### src/rtl/yapay_zeka_pkg.sv
// Shared definitions for the accelerator issue controller: op codes, FSM
// state encoding, default sizes and small load-accounting helpers.
package yapay_zeka_pkg;

  localparam int ELEMAN_SAYISI_VARSAYILAN = 16;
  localparam int ZAMAN_ASIMI_VARSAYILAN   = 64;

  typedef enum logic [2:0] {
    OP_NOP         = 3'b000,
    OP_FILTRE_RS1  = 3'b001,
    OP_FILTRE_RS12 = 3'b010,
    OP_VERI_RS1    = 3'b011,
    OP_VERI_RS12   = 3'b100,
    OP_FILTRE_SIL  = 3'b101,
    OP_VERI_SIL    = 3'b110,
    OP_CALISTIR    = 3'b111
  } op_e;

  typedef enum logic [1:0] {
    BOSTA    = 2'b00,
    KOMUT    = 2'b01,
    CALISTIR = 2'b10,
    SONUC    = 2'b11
  } durum_e;

  // Number of matrix elements a load op pushes into the accelerator.
  function automatic logic [1:0] yuk_miktari(input op_e op);
    logic [1:0] miktar;
    miktar = 2'd0;
    case (op)
      OP_FILTRE_RS1, OP_VERI_RS1:   miktar = 2'd1;
      OP_FILTRE_RS12, OP_VERI_RS12: miktar = 2'd2;
      default:                      miktar = 2'd0;
    endcase
    return miktar;
  endfunction

  function automatic logic tasma_var(input logic [4:0] sayac,
                                     input logic [1:0] miktar,
                                     input int         sinir);
    return (int'(sayac) + int'(miktar)) > sinir;
  endfunction

endpackage

### src/rtl/yapay_zeka_denetleyici.sv
// Issue controller: accepts load/clear/run requests from the pipeline, drives
// one-cycle accelerator strobes and waits (with timeout) for the result.
module yapay_zeka_denetleyici
  import yapay_zeka_pkg::*;
#(
  parameter int ELEMAN_SAYISI = ELEMAN_SAYISI_VARSAYILAN,
  parameter int ZAMAN_ASIMI   = ZAMAN_ASIMI_VARSAYILAN
) (
  input  logic        clk_i,
  input  logic        rst_i,
  input  logic        istek_gecerli_i,
  input  logic [2:0]  istek_op_i,
  input  logic [31:0] rs1_veri_i,
  input  logic [31:0] rs2_veri_i,
  output logic        istek_hazir_o,
  output logic        sonuc_gecerli_o,
  output logic [31:0] sonuc_o,
  output logic        hata_o,
  output logic        stall_o,
  output logic        blok_aktif_o,
  output logic [31:0] rs1_veri_o,
  output logic [31:0] rs2_veri_o,
  output logic        filtre_rs1_en_o,
  output logic        filtre_rs2_en_o,
  output logic        filtre_sil_o,
  output logic        veri_rs1_en_o,
  output logic        veri_rs2_en_o,
  output logic        veri_sil_o,
  output logic        conv_yap_en_o,
  input  logic [31:0] hiz_sonuc_i,
  input  logic        hiz_hazir_i
);

  localparam int BW = $clog2(ZAMAN_ASIMI + 1);

  durum_e      r_durum;
  op_e         r_op;
  logic [4:0]  r_filtre_sayac;
  logic [4:0]  r_veri_sayac;
  logic        r_calisti;
  logic [BW-1:0] r_bekleme;
  logic [31:0] r_sonuc;
  logic [31:0] r_rs1;
  logic [31:0] r_rs2;
  logic        r_filtre_rs1_en;
  logic        r_filtre_rs2_en;
  logic        r_filtre_sil;
  logic        r_veri_rs1_en;
  logic        r_veri_rs2_en;
  logic        r_veri_sil;
  logic        r_conv_yap_en;
  logic        r_hata;
  logic        r_sonuc_gecerli;
  logic        r_stall;

  op_e         w_op;
  logic        w_kabul;
  logic [1:0]  w_miktar;
  logic        w_filtre_tasma;
  logic        w_veri_tasma;
  logic        w_on_kontrol;

  assign w_op           = op_e'(istek_op_i);
  assign istek_hazir_o  = (r_durum == BOSTA) && !rst_i;
  assign w_kabul        = istek_gecerli_i && istek_hazir_o;
  assign w_miktar       = yuk_miktari(w_op);
  assign w_filtre_tasma = tasma_var(r_filtre_sayac, w_miktar, ELEMAN_SAYISI);
  assign w_veri_tasma   = tasma_var(r_veri_sayac, w_miktar, ELEMAN_SAYISI);
  // Counters are frozen during a run, so this stays valid for the whole wait.
  assign w_on_kontrol   = (r_filtre_sayac == r_veri_sayac) &&
                          (r_filtre_sayac != 5'd0) && (r_veri_sayac != 5'd0);

  always_ff @(posedge clk_i or posedge rst_i) begin
    if (rst_i) begin
      r_durum         <= BOSTA;
      r_op            <= OP_NOP;
      r_filtre_sayac  <= '0;
      r_veri_sayac    <= '0;
      r_calisti       <= 1'b0;
      r_bekleme       <= '0;
      r_sonuc         <= '0;
      r_rs1           <= '0;
      r_rs2           <= '0;
      r_filtre_rs1_en <= 1'b0;
      r_filtre_rs2_en <= 1'b0;
      r_filtre_sil    <= 1'b0;
      r_veri_rs1_en   <= 1'b0;
      r_veri_rs2_en   <= 1'b0;
      r_veri_sil      <= 1'b0;
      r_conv_yap_en   <= 1'b0;
      r_hata          <= 1'b0;
      r_sonuc_gecerli <= 1'b0;
      r_stall         <= 1'b0;
    end else begin
      r_filtre_rs1_en <= 1'b0;
      r_filtre_rs2_en <= 1'b0;
      r_filtre_sil    <= 1'b0;
      r_veri_rs1_en   <= 1'b0;
      r_veri_rs2_en   <= 1'b0;
      r_veri_sil      <= 1'b0;
      r_conv_yap_en   <= 1'b0;
      r_hata          <= 1'b0;
      r_sonuc_gecerli <= 1'b0;

      case (r_durum)
        // Strobes and rejections are decided here so they appear registered
        // in the KOMUT cycle; the counters follow one cycle later.
        BOSTA: begin
          if (w_kabul) begin
            r_op  <= w_op;
            r_rs1 <= rs1_veri_i;
            r_rs2 <= rs2_veri_i;
            case (w_op)
              OP_FILTRE_RS1, OP_FILTRE_RS12: begin
                r_durum <= KOMUT;
                r_stall <= 1'b1;
                if (r_calisti || w_filtre_tasma) begin
                  r_hata <= 1'b1;
                end else begin
                  r_filtre_rs1_en <= (w_op == OP_FILTRE_RS1);
                  r_filtre_rs2_en <= (w_op == OP_FILTRE_RS12);
                end
              end
              OP_VERI_RS1, OP_VERI_RS12: begin
                r_durum <= KOMUT;
                r_stall <= 1'b1;
                if (r_calisti || w_veri_tasma) begin
                  r_hata <= 1'b1;
                end else begin
                  r_veri_rs1_en <= (w_op == OP_VERI_RS1);
                  r_veri_rs2_en <= (w_op == OP_VERI_RS12);
                end
              end
              OP_FILTRE_SIL: begin
                r_durum      <= KOMUT;
                r_stall      <= 1'b1;
                r_filtre_sil <= 1'b1;
              end
              OP_VERI_SIL: begin
                r_durum    <= KOMUT;
                r_stall    <= 1'b1;
                r_veri_sil <= 1'b1;
              end
              OP_CALISTIR: begin
                r_durum       <= CALISTIR;
                r_stall       <= 1'b1;
                r_bekleme     <= '0;
                r_conv_yap_en <= w_on_kontrol;
              end
              default: begin
              end
            endcase
          end
        end

        KOMUT: begin
          r_durum <= BOSTA;
          r_stall <= 1'b0;
          if (!r_hata) begin
            case (r_op)
              OP_FILTRE_RS1, OP_FILTRE_RS12:
                r_filtre_sayac <= r_filtre_sayac + 5'(yuk_miktari(r_op));
              OP_VERI_RS1, OP_VERI_RS12:
                r_veri_sayac <= r_veri_sayac + 5'(yuk_miktari(r_op));
              OP_FILTRE_SIL: begin
                r_filtre_sayac <= '0;
                r_calisti      <= 1'b0;
              end
              OP_VERI_SIL: begin
                r_veri_sayac <= '0;
                r_calisti    <= 1'b0;
              end
              default: begin
              end
            endcase
          end
        end

        // A failed precheck or a timeout both report a zero result with hata.
        CALISTIR: begin
          if (!w_on_kontrol) begin
            r_sonuc         <= '0;
            r_hata          <= 1'b1;
            r_sonuc_gecerli <= 1'b1;
            r_stall         <= 1'b0;
            r_durum         <= SONUC;
          end else if (hiz_hazir_i) begin
            r_sonuc         <= hiz_sonuc_i;
            r_sonuc_gecerli <= 1'b1;
            r_stall         <= 1'b0;
            r_durum         <= SONUC;
          end else if (r_bekleme == BW'(ZAMAN_ASIMI - 1)) begin
            r_sonuc         <= '0;
            r_hata          <= 1'b1;
            r_sonuc_gecerli <= 1'b1;
            r_stall         <= 1'b0;
            r_durum         <= SONUC;
          end else begin
            r_bekleme     <= r_bekleme + BW'(1);
            r_conv_yap_en <= 1'b1;
          end
        end

        SONUC: begin
          r_calisti <= 1'b1;
          r_bekleme <= '0;
          r_durum   <= BOSTA;
        end

        default: r_durum <= BOSTA;
      endcase
    end
  end

  assign sonuc_gecerli_o = r_sonuc_gecerli;
  assign sonuc_o         = r_sonuc;
  assign hata_o          = r_hata;
  assign stall_o         = r_stall || (w_kabul && (w_op == OP_CALISTIR));
  assign blok_aktif_o    = !rst_i;
  assign rs1_veri_o      = r_rs1;
  assign rs2_veri_o      = r_rs2;
  assign filtre_rs1_en_o = r_filtre_rs1_en;
  assign filtre_rs2_en_o = r_filtre_rs2_en;
  assign filtre_sil_o    = r_filtre_sil;
  assign veri_rs1_en_o   = r_veri_rs1_en;
  assign veri_rs2_en_o   = r_veri_rs2_en;
  assign veri_sil_o      = r_veri_sil;
  assign conv_yap_en_o   = r_conv_yap_en;

endmodule

### config.mk
export PLATFORM = sky130hd
export DESIGN_NAME = yapay_zeka_denetleyici
export DESIGN_NICKNAME = d
export VERILOG_FILES = /design/src/rtl/yapay_zeka_pkg.sv /design/src/rtl/yapay_zeka_denetleyici.sv
export SDC_FILE = /design/constraint.sdc
export NUM_CORES = 1
export LEC_CHECK = 0
export BUFFER_PORTS_ARGS = -buffer_cell sky130_fd_sc_hd__buf_2
export CAP_MARGIN = 20
export CELL_PAD_IN_SITES_DETAIL_PLACEMENT = 0
export CELL_PAD_IN_SITES_GLOBAL_PLACEMENT = 2
export CORE_UTILIZATION = 26
export CTS_CLUSTER_SIZE = 12
export DETAILED_ROUTE_END_ITERATION = 6
export HOLD_SLACK_MARGIN = 0.05
export PLACE_DENSITY_LB_ADDON = 0.1
export SKIP_CTS_REPAIR_TIMING = 1
export SLEW_MARGIN = 25
export SYNTH_ARGS = -nofsm -noshare
export SYNTH_HDL_FRONTEND = slang
export SYNTH_SLANG_ARGS = --single-unit
### constraint.sdc
create_clock -name clk_i -period 3.4 [get_ports clk_i]
set_input_delay 0 -clock clk_i [delete_from_list [all_inputs] [get_ports clk_i]]
set_output_delay 0 -clock clk_i [all_outputs]
set_load 0.03 [all_outputs]
==> key figures, run 1 <==
Min path
  – HP Class: in2reg

Global routing
  – Vias in the first global route: 5496
  – Initial antenna violation count: 0
  – Largest net degree at the start of global routing: 66
  – Grt ovf: 0
  – GR Util All Layers: 0.163
  – First-pass GRT wire length: 30200 um

Finish
  – Fraction of layout instances using a drive strength above 1: 0.270
  – Design Area, Final: 8980 um^2
  – NumNets Final: 1106
  – Diodes inserted: 0
  – Layout filler cell count: 2331
  – Area of the multi-input gates: 2600 um^2
  – Fin util: 0.395
  – Syn-to-layout area delta: 48.6%
  – Reg area: 3230 um^2
  – Final non-filler cell total: 1286

Synth
  – Post-synth top cells: 289 x nand2_1, 129 x dfrtp_1, 51 x o21ai_0, 24 x clkbuf_1
  – Sequential area share after synthesis: 0.534
  – Post-synthesis register bit count: 129
  – Async SR Flop Fraction: 1.00
  – Leading area contributor after synthesis: dfrtp_1
  – Most common cell in the netlist: nand2_1
  – Post-Synthesis Mean Instance Area: 8.77 um^2
  – Dominant synthesized flop cell: dfrtp_1
  – EDFF count, synth: 0
  – Cells after synthesis: 689
  – Post-synth cell types: 57
  – Largest cells by area after synthesis: dfrtp_1 53%, nand2_1 18%, o21ai_0 4.2%
  – Yosys top cell area share: 0.534
  – Mapped cell area: 6050 um^2
  – Synth Net Count: 807
  – Yosys Warn Count: 0

Place
  – PortBufs: 210
  – Gpl congestion: 0.788
  – Post-DP HPWL: 13200 um
  – Dpl ws: 0.759 ns
  – Area of placed instances: 7360 um^2
  – Placed cells: 1153

Setup path
  – Worst Setup End Kind: register
  – Max stage delay cell, worst path: dlygate4sd3_1
  – WS Path Type: in2reg
  – Critical Path, Cell by Cell: dlygate4sd3_1 -> buf_2 -> or2b_2 -> a21oi_4 -> xor2_1 -> ha_1 -> o41ai_1 -> mux2i_1 -> a31o_2 -> and3_1 -> a211o_1
  – CP max FO: 10
  – Worst Setup Start Kind: primary input
  – CP arrival: 3.12 ns
  – CP required: 3.69 ns
  – Slowest stage delay, CP: 0.54 ns

Floorplanning
  – IO Pins: 211
  – Rows: 55
  – Total Die Area: 23900 um^2
  – Die height: 154 um
  – Starting Density: 0.266
  – Die W: 154 um
  – Core box area: 22700 um^2

Power
  – Maximum VDD drop: 0.398 mV
  – Leak pwr: 4.55 nW
  – Final Power: 7.35 mW
  – Cell Pwr Density: 818 nW/um^2

Routing
  – 1st-iter DRT viols: 326
  – Routed wl met2: 9010 um
  – TritonRoute pass-1 iters: 4
  – Routed wl met3: 1240 um
  – Routed wire per std cell: 14.6 um
  – Final ANT Viol Nets: 0
  – Vias per Instance: 4.47
  – Length of routed wiring on met1: 8340 um
  – DR vias: 5750
  – Max layer used: met4
  – WL final: 18800 um
  – Drc violations: 0

Clock tree
  – Clock transition at the registers of the reported paths: 0.06 ns
  – CTS root buf: clkbuf_16
  – TritonCTS Buffers: 17
  – TritonCTS Sinks: 129
  – CTS tree: done
  – H-Tree Level Count: 4
  – Worst-skew pair later-pin latency: 0.41 ns
  – CTS max path bufs: 2

STA
  – Final worst slack: 0.574 ns
  – Final period utilization: 0.831
  – Worst Skew: 0.0103 ns
  – Final hold vios: 0
  – RSZ-0062 raised after global routing: false
  – Slew Limit Headroom: 0.376
  – Hold Slack: 0.128 ns
  – Fin. max-slew vios: 0
  – Period minus WS final: 2.83 ns
  – Actual slew at the worst max-slew pin: 0.929 ns
  – Max frequency: 354 MHz
  – Final setup vio count: 0
  – TNS Setup: 0 ns

Run
  – Max-cap viol count: 0

Run status
  – Status: finished clean
## cell type report
| class | count | share of cell area |
|---|---|---|
| flip-flops and latches | 129 | 0.359 |
| multi-input cells | 506 | 0.290 |
| repair buffers | 321 | 0.238 |
| clock buffers | 18 | 0.0478 |
| well taps | 285 | 0.0397 |
| clock inverters | 14 | 0.0196 |
| inverters | 13 | 0.00585 |
## worst paths after layout
check	from	end	slack (ns)	depth (start not counted)
worst max-delay path	istek_op_i[1]	hata_o	0.57	11
worst min-delay path	hiz_hazir_i	conv_yap_en_o	0.13	4
worst max register to register	r_filtre_sayac[1]	r_stall	0.86	7
worst min register to register	rs1_veri_o[19]	rs1_veri_o[19]	0.47	2
max in group asynchronous	rst_i	rs2_veri_o[0]	2.16	4
min in group asynchronous	rst_i	r_durum[1]	0.23	3
## registers in the layout, indices dropped and copies added (netlist names), 2 cells and up
signal,cells
r_veri_sayac,5
r_op,3
r_durum,2
r_filtre_sayac,5
r_bekleme,7
rs1_veri_o,32
sonuc_o,32
rs2_veri_o,32
## layout by cell type (no fill, tap or decap), types with 3 or more instances in the layout
master / synthesis / routed
o211ai_1: 4 / 4
bufinv_16: 0 / 3
nand2_1: 289 / 288
buf_2: 9 / 210
and3_1: 4 / 4
xnor2_1: 6 / 6
inv_6: 0 / 4
nand2b_1: 5 / 5
nand3_1: 8 / 8
a32oi_1: 4 / 4
o21ai_0: 51 / 50
ha_1: 13 / 13
o22ai_1: 3 / 3
nand4_1: 3 / 3
dlygate4sd3_1: 0 / 101
a31oi_1: 4 / 4
nor2b_1: 5 / 5
a21oi_1: 20 / 20
clkbuf_16: 0 / 17
nor2_1: 20 / 19
dfrtp_1: 129 / 129
xor2_1: 6 / 6
clkinvlp_4: 0 / 5
a21o_1: 3 / 3
nor4_1: 7 / 7
inv_1: 13 / 12
a211oi_2: 4 / 4
buf_4: 3 / 10
nor3_1: 8 / 8
## logic make-up (layout without fill, tap and decap cells)
| kind of cell | count (synthesis) | in the layout | synth area share |
|---|---|---|---|
| compound gates | 116 | 116 | 0.122 |
| xor+xnor | 13 | 13 | 0.0219 |
| fa+ha+maj | 16 | 16 | 0.0354 |
| buf+inv | 54 | 366 | 0.0387 |
| flops | 129 | 129 | 0.534 |
| mux | 2 | 2 | 0.00331 |
| simple gates | 359 | 359 | 0.245 |
## per-layer routing
layer	vias up	track usage
li1	2866	-
met1	2710	0.196
met2	157	0.268
met3	17	0.0639
met4	0	0.0500
met5	-	0
## critical path: cells and delay by family
kind                     cells  cell delay (ns)
AO/OA/AOI/OAI                4             1.11
AND/OR/NAND/NOR              2             0.55
buffers and inverters        2             0.83
multiplexers                 1             0.13
adder cells (fa/ha/maj)      1             0.28
XOR/XNOR                     1             0.18
## power by group
part           switching, mW  internal, mW
clock network          0.741          1.16
logic                   2.07         0.951
registers              0.407          2.01
total                   3.22          4.12
Power figures use the tool's default switching activity.
==> inputs of run 2 (changes only) <==
--- a/config.mk
+++ b/config.mk
@@ -5,11 +5,12 @@
 export SDC_FILE = /design/constraint.sdc
 export NUM_CORES = 1
 export LEC_CHECK = 0
+export ABC_AREA = 1
 export BUFFER_PORTS_ARGS = -buffer_cell sky130_fd_sc_hd__buf_2
 export CAP_MARGIN = 20
 export CELL_PAD_IN_SITES_DETAIL_PLACEMENT = 0
 export CELL_PAD_IN_SITES_GLOBAL_PLACEMENT = 2
-export CORE_UTILIZATION = 26
+export CORE_UTILIZATION = 28
 export CTS_CLUSTER_SIZE = 12
 export DETAILED_ROUTE_END_ITERATION = 6
 export HOLD_SLACK_MARGIN = 0.05
==> constraint.sdc (replaced) <==
create_clock -name clk_i -period 2.8 [get_ports clk_i]
set_input_delay 0 -clock clk_i [delete_from_list [all_inputs] [get_ports clk_i]]
set_output_delay 0 -clock clk_i [all_outputs]
set_load 0.03 [all_outputs]
==> run 2 against run 1 <==
Clock skew fell by 0.0030 ns. Utilization rose by 2.9 points. Synthesized area fell by 0.41%. Largest power group unchanged. Largest cell class unchanged. Wire length fell by 5.7%. Clock power rose by 21%.
==> key figures, run 2 <==
Clock tree
  – H-Tree Level Count: 4 (unchanged)
  – CTS tree: done
  – TritonCTS Buffers: 17 (unchanged)
  – CTS max path bufs: 2 (unchanged)
  – Worst-skew pair later-pin latency: 0.41 ns (about the same)
  – CTS root buf: clkbuf_16
  – TritonCTS Sinks: 129 (unchanged)
  – Clock transition at the registers of the reported paths: 0.06 ns (about the same)

Setup path
  – CP required: 3.08 ns (-0.61 ns)
  – Critical Path, Cell by Cell: inv_1 -> ha_1 -> inv_2 -> nor2_4 -> nand2_2 -> buf_4 -> nor4_1 -> dlygate4sd3_1
  – Worst Setup Start Kind: register
  – CP arrival: 2.77 ns (-0.35 ns)
  – Slowest stage delay, CP: 0.61 ns (+0.07 ns)
  – R2R setup slack: 0.32 ns (-0.54 ns)
  – CP max FO: 71 (+61)
  – Max stage delay cell, worst path: buf_4
  – Worst Setup End Kind: register
  – WS Path Type: reg2reg

STA
  – Final period utilization: 0.886
  – Slew Limit Headroom: 0.498 (+0.122)
  – Actual slew at the worst max-slew pin: 0.752 ns (-0.177 ns)
  – Final worst slack: 0.320 ns (-0.254 ns)
  – RSZ-0062 raised after global routing: false
  – Period minus WS final: 2.48 ns
  – Final setup vio count: 0 (unchanged)
  – TNS Setup: 0 ns (unchanged)
  – Max frequency: 403 MHz
  – Fin. max-slew vios: 0 (unchanged)
  – Worst Skew: 0.00728 ns (-0.00298 ns)
  – Final hold vios: 0 (unchanged)

Place
  – Dpl ws: 0.684 ns (-0.0755 ns)
  – PortBufs: 210 (unchanged)
  – Post-DP HPWL: 12200 um (-7.4%)
  – Gpl congestion: 0.819 (+3.9%)

Floorplanning
  – Die W: 149 um (-3.8%)
  – IO Pins: 211 (unchanged)
  – Rows: 53 (-3.6%)
  – Total Die Area: 22100 um^2 (-7.4%)
  – Starting Density: 0.286 (+0.0202)
  – Die height: 149 um (-3.8%)
  – Core box area: 21000 um^2 (-7.4%)

Finish
  – NumNets Final: 1134 (+2.5%)
  – Commonest non-fill, non-tap cell in the layout: nand2_1
  – Fraction of layout instances using a drive strength above 1: 0.292 (+0.0218)
  – Commonest non-fill, non-tap cells in the layout: 315 x nand2_1, 210 x buf_2, 129 x dfrtp_1, 101 x dlygate4sd3_1, 45 x inv_1
  – Syn-to-layout area delta: 48.3%
  – Diodes inserted: 0 (unchanged)
  – Fin util: 0.425 (+0.0293)

Synth
  – Most common cell in the netlist: nand2_1
  – Yosys top cell area share: 0.536 (+0.00222)
  – Post-synthesis register bit count: 129 (unchanged)
  – Cells after synthesis: 707 (+2.6%)
  – Mapped cell area: 6020 um^2 (-0.41%)
  – Post-synth top cells: 315 x nand2_1, 129 x dfrtp_1, 46 x inv_1, 28 x nand3_1, 27 x o21ai_2
  – Leading area contributor after synthesis: dfrtp_1
  – Post-synth cell types: 36 (-37%)
  – EDFF count, synth: 0 (unchanged)
  – Sequential area share after synthesis: 0.536 (+0.00222)
  – Post-Synthesis Mean Instance Area: 8.52 um^2 (-2.9%)
  – Dominant synthesized flop cell: dfrtp_1
  – Synth Net Count: 825 (+2.2%)
  – Yosys Warn Count: 0 (unchanged)
  – Largest cells by area after synthesis: dfrtp_1 54%, nand2_1 20%, o21ai_2 3.9%
  – Async SR Flop Fraction: 1.00 (unchanged)

Global routing
  – Grt ovf: 0 (unchanged)
  – Initial antenna violation count: 0 (unchanged)
  – GR Util All Layers: 0.161 (-0.00183)
  – Vias in the first global route: 5170 (-5.9%)
  – First-pass GRT wire length: 27300 um (-9.7%)
  – Largest net degree at the start of global routing: 87 (+32%)

Power
  – Cell Pwr Density: 1110 nW/um^2 (+36%)
  – Leak pwr: 4.73 nW (+4.0%)
  – Maximum VDD drop: 0.514 mV (+29%)
  – Final Power: 9.92 mW (+35%)

Routing
  – Drc violations: 0 (unchanged)
  – WL final: 17800 um (-5.7%)
  – DR vias: 5608 (-2.5%)
  – TritonRoute pass-1 iters: 4 (unchanged)
  – Vias per Instance: 4.30 (-3.8%)
  – Routed wire per std cell: 13.6 um (-7.0%)
  – 1st-iter DRT viols: 186 (-43%)
  – Final ANT Viol Nets: 0 (unchanged)

Run
  – Max-cap viol count: 0 (unchanged)

Min path
  – HP Class: in2reg

Run status
  – Status: finished clean
-- run 2: worst paths after layout --
kind / from / to / cells after the start
setup reg to reg: r_durum[0] / filtre_sil_o / 8
min in group asynchronous: rst_i / rs1_veri_o[15] / 3
hold / removal: hiz_hazir_i / hata_o / 4
hold reg to reg: r_stall / r_stall / 2
setup / recovery: r_durum[0] / filtre_sil_o / 8
max in group asynchronous: rst_i / sonuc_o[5] / 4
-- run 2: worst max-delay path, delay by kind of cell (launching register included) --
family	cells	cell delay, ns
adder cells (fa/ha/maj)	1	0.29
flip-flops	1	0.40
buffers and inverters	4	1.41
AND/OR/NAND/NOR	3	0.26
-- run 2: cell families (layout without fill, tap and decap cells) --
family                     count (synthesis)  count (layout)  share of synthesized area
and+or+nand+nor                          399             399                      0.270
DFF                                      129             129                      0.536
buffers and inverters                     80             402                     0.0650
AOI/OAI and AO/OA                         76              76                     0.0831
adders and majority gates                 15              15                     0.0337
xor gates and xnor gates                   8               8                     0.0116
-- run 2: layout make-up --
cell class                 instances  area, um^2
inverter                          51         195
tap                              275         344
multi-input combinational        498        2400
sequential                       129        3230
clock buffer                      21         460
fill                            2105       12100
timing repair buffer             319        2150
clock inverter                    11         154
-- run 2: per-layer routing --
layer,vias up,routed length [um],track usage
met5,-,0,0
met4,0,253,0.0526
met3,17,1260,0.0767
met2,163,8220,0.247
met1,2603,8020,0.199
li1,2825,-,-
-- run 2: metrics by stage --
stage	instances	area (um^2)	hold WS, ns
floorplan	707	6020	0.0452
global placement	1171	7300	0.0925
detailed placement	1171	7300	0.0972
CTS	1203	7920	-0.349
global route	1304	8930	0.0636
finish	1304	8930	0.0483
-- run 2: power by group --
| part | internal [mW] | switching, mW | total, mW |
|---|---|---|---|
| Combinational | 1.35 | 3.15 | 4.49 |
| Sequential | 2.64 | 0.474 | 3.11 |
| Clock | 1.46 | 0.861 | 2.32 |
| Total | 5.44 | 4.48 | 9.92 |
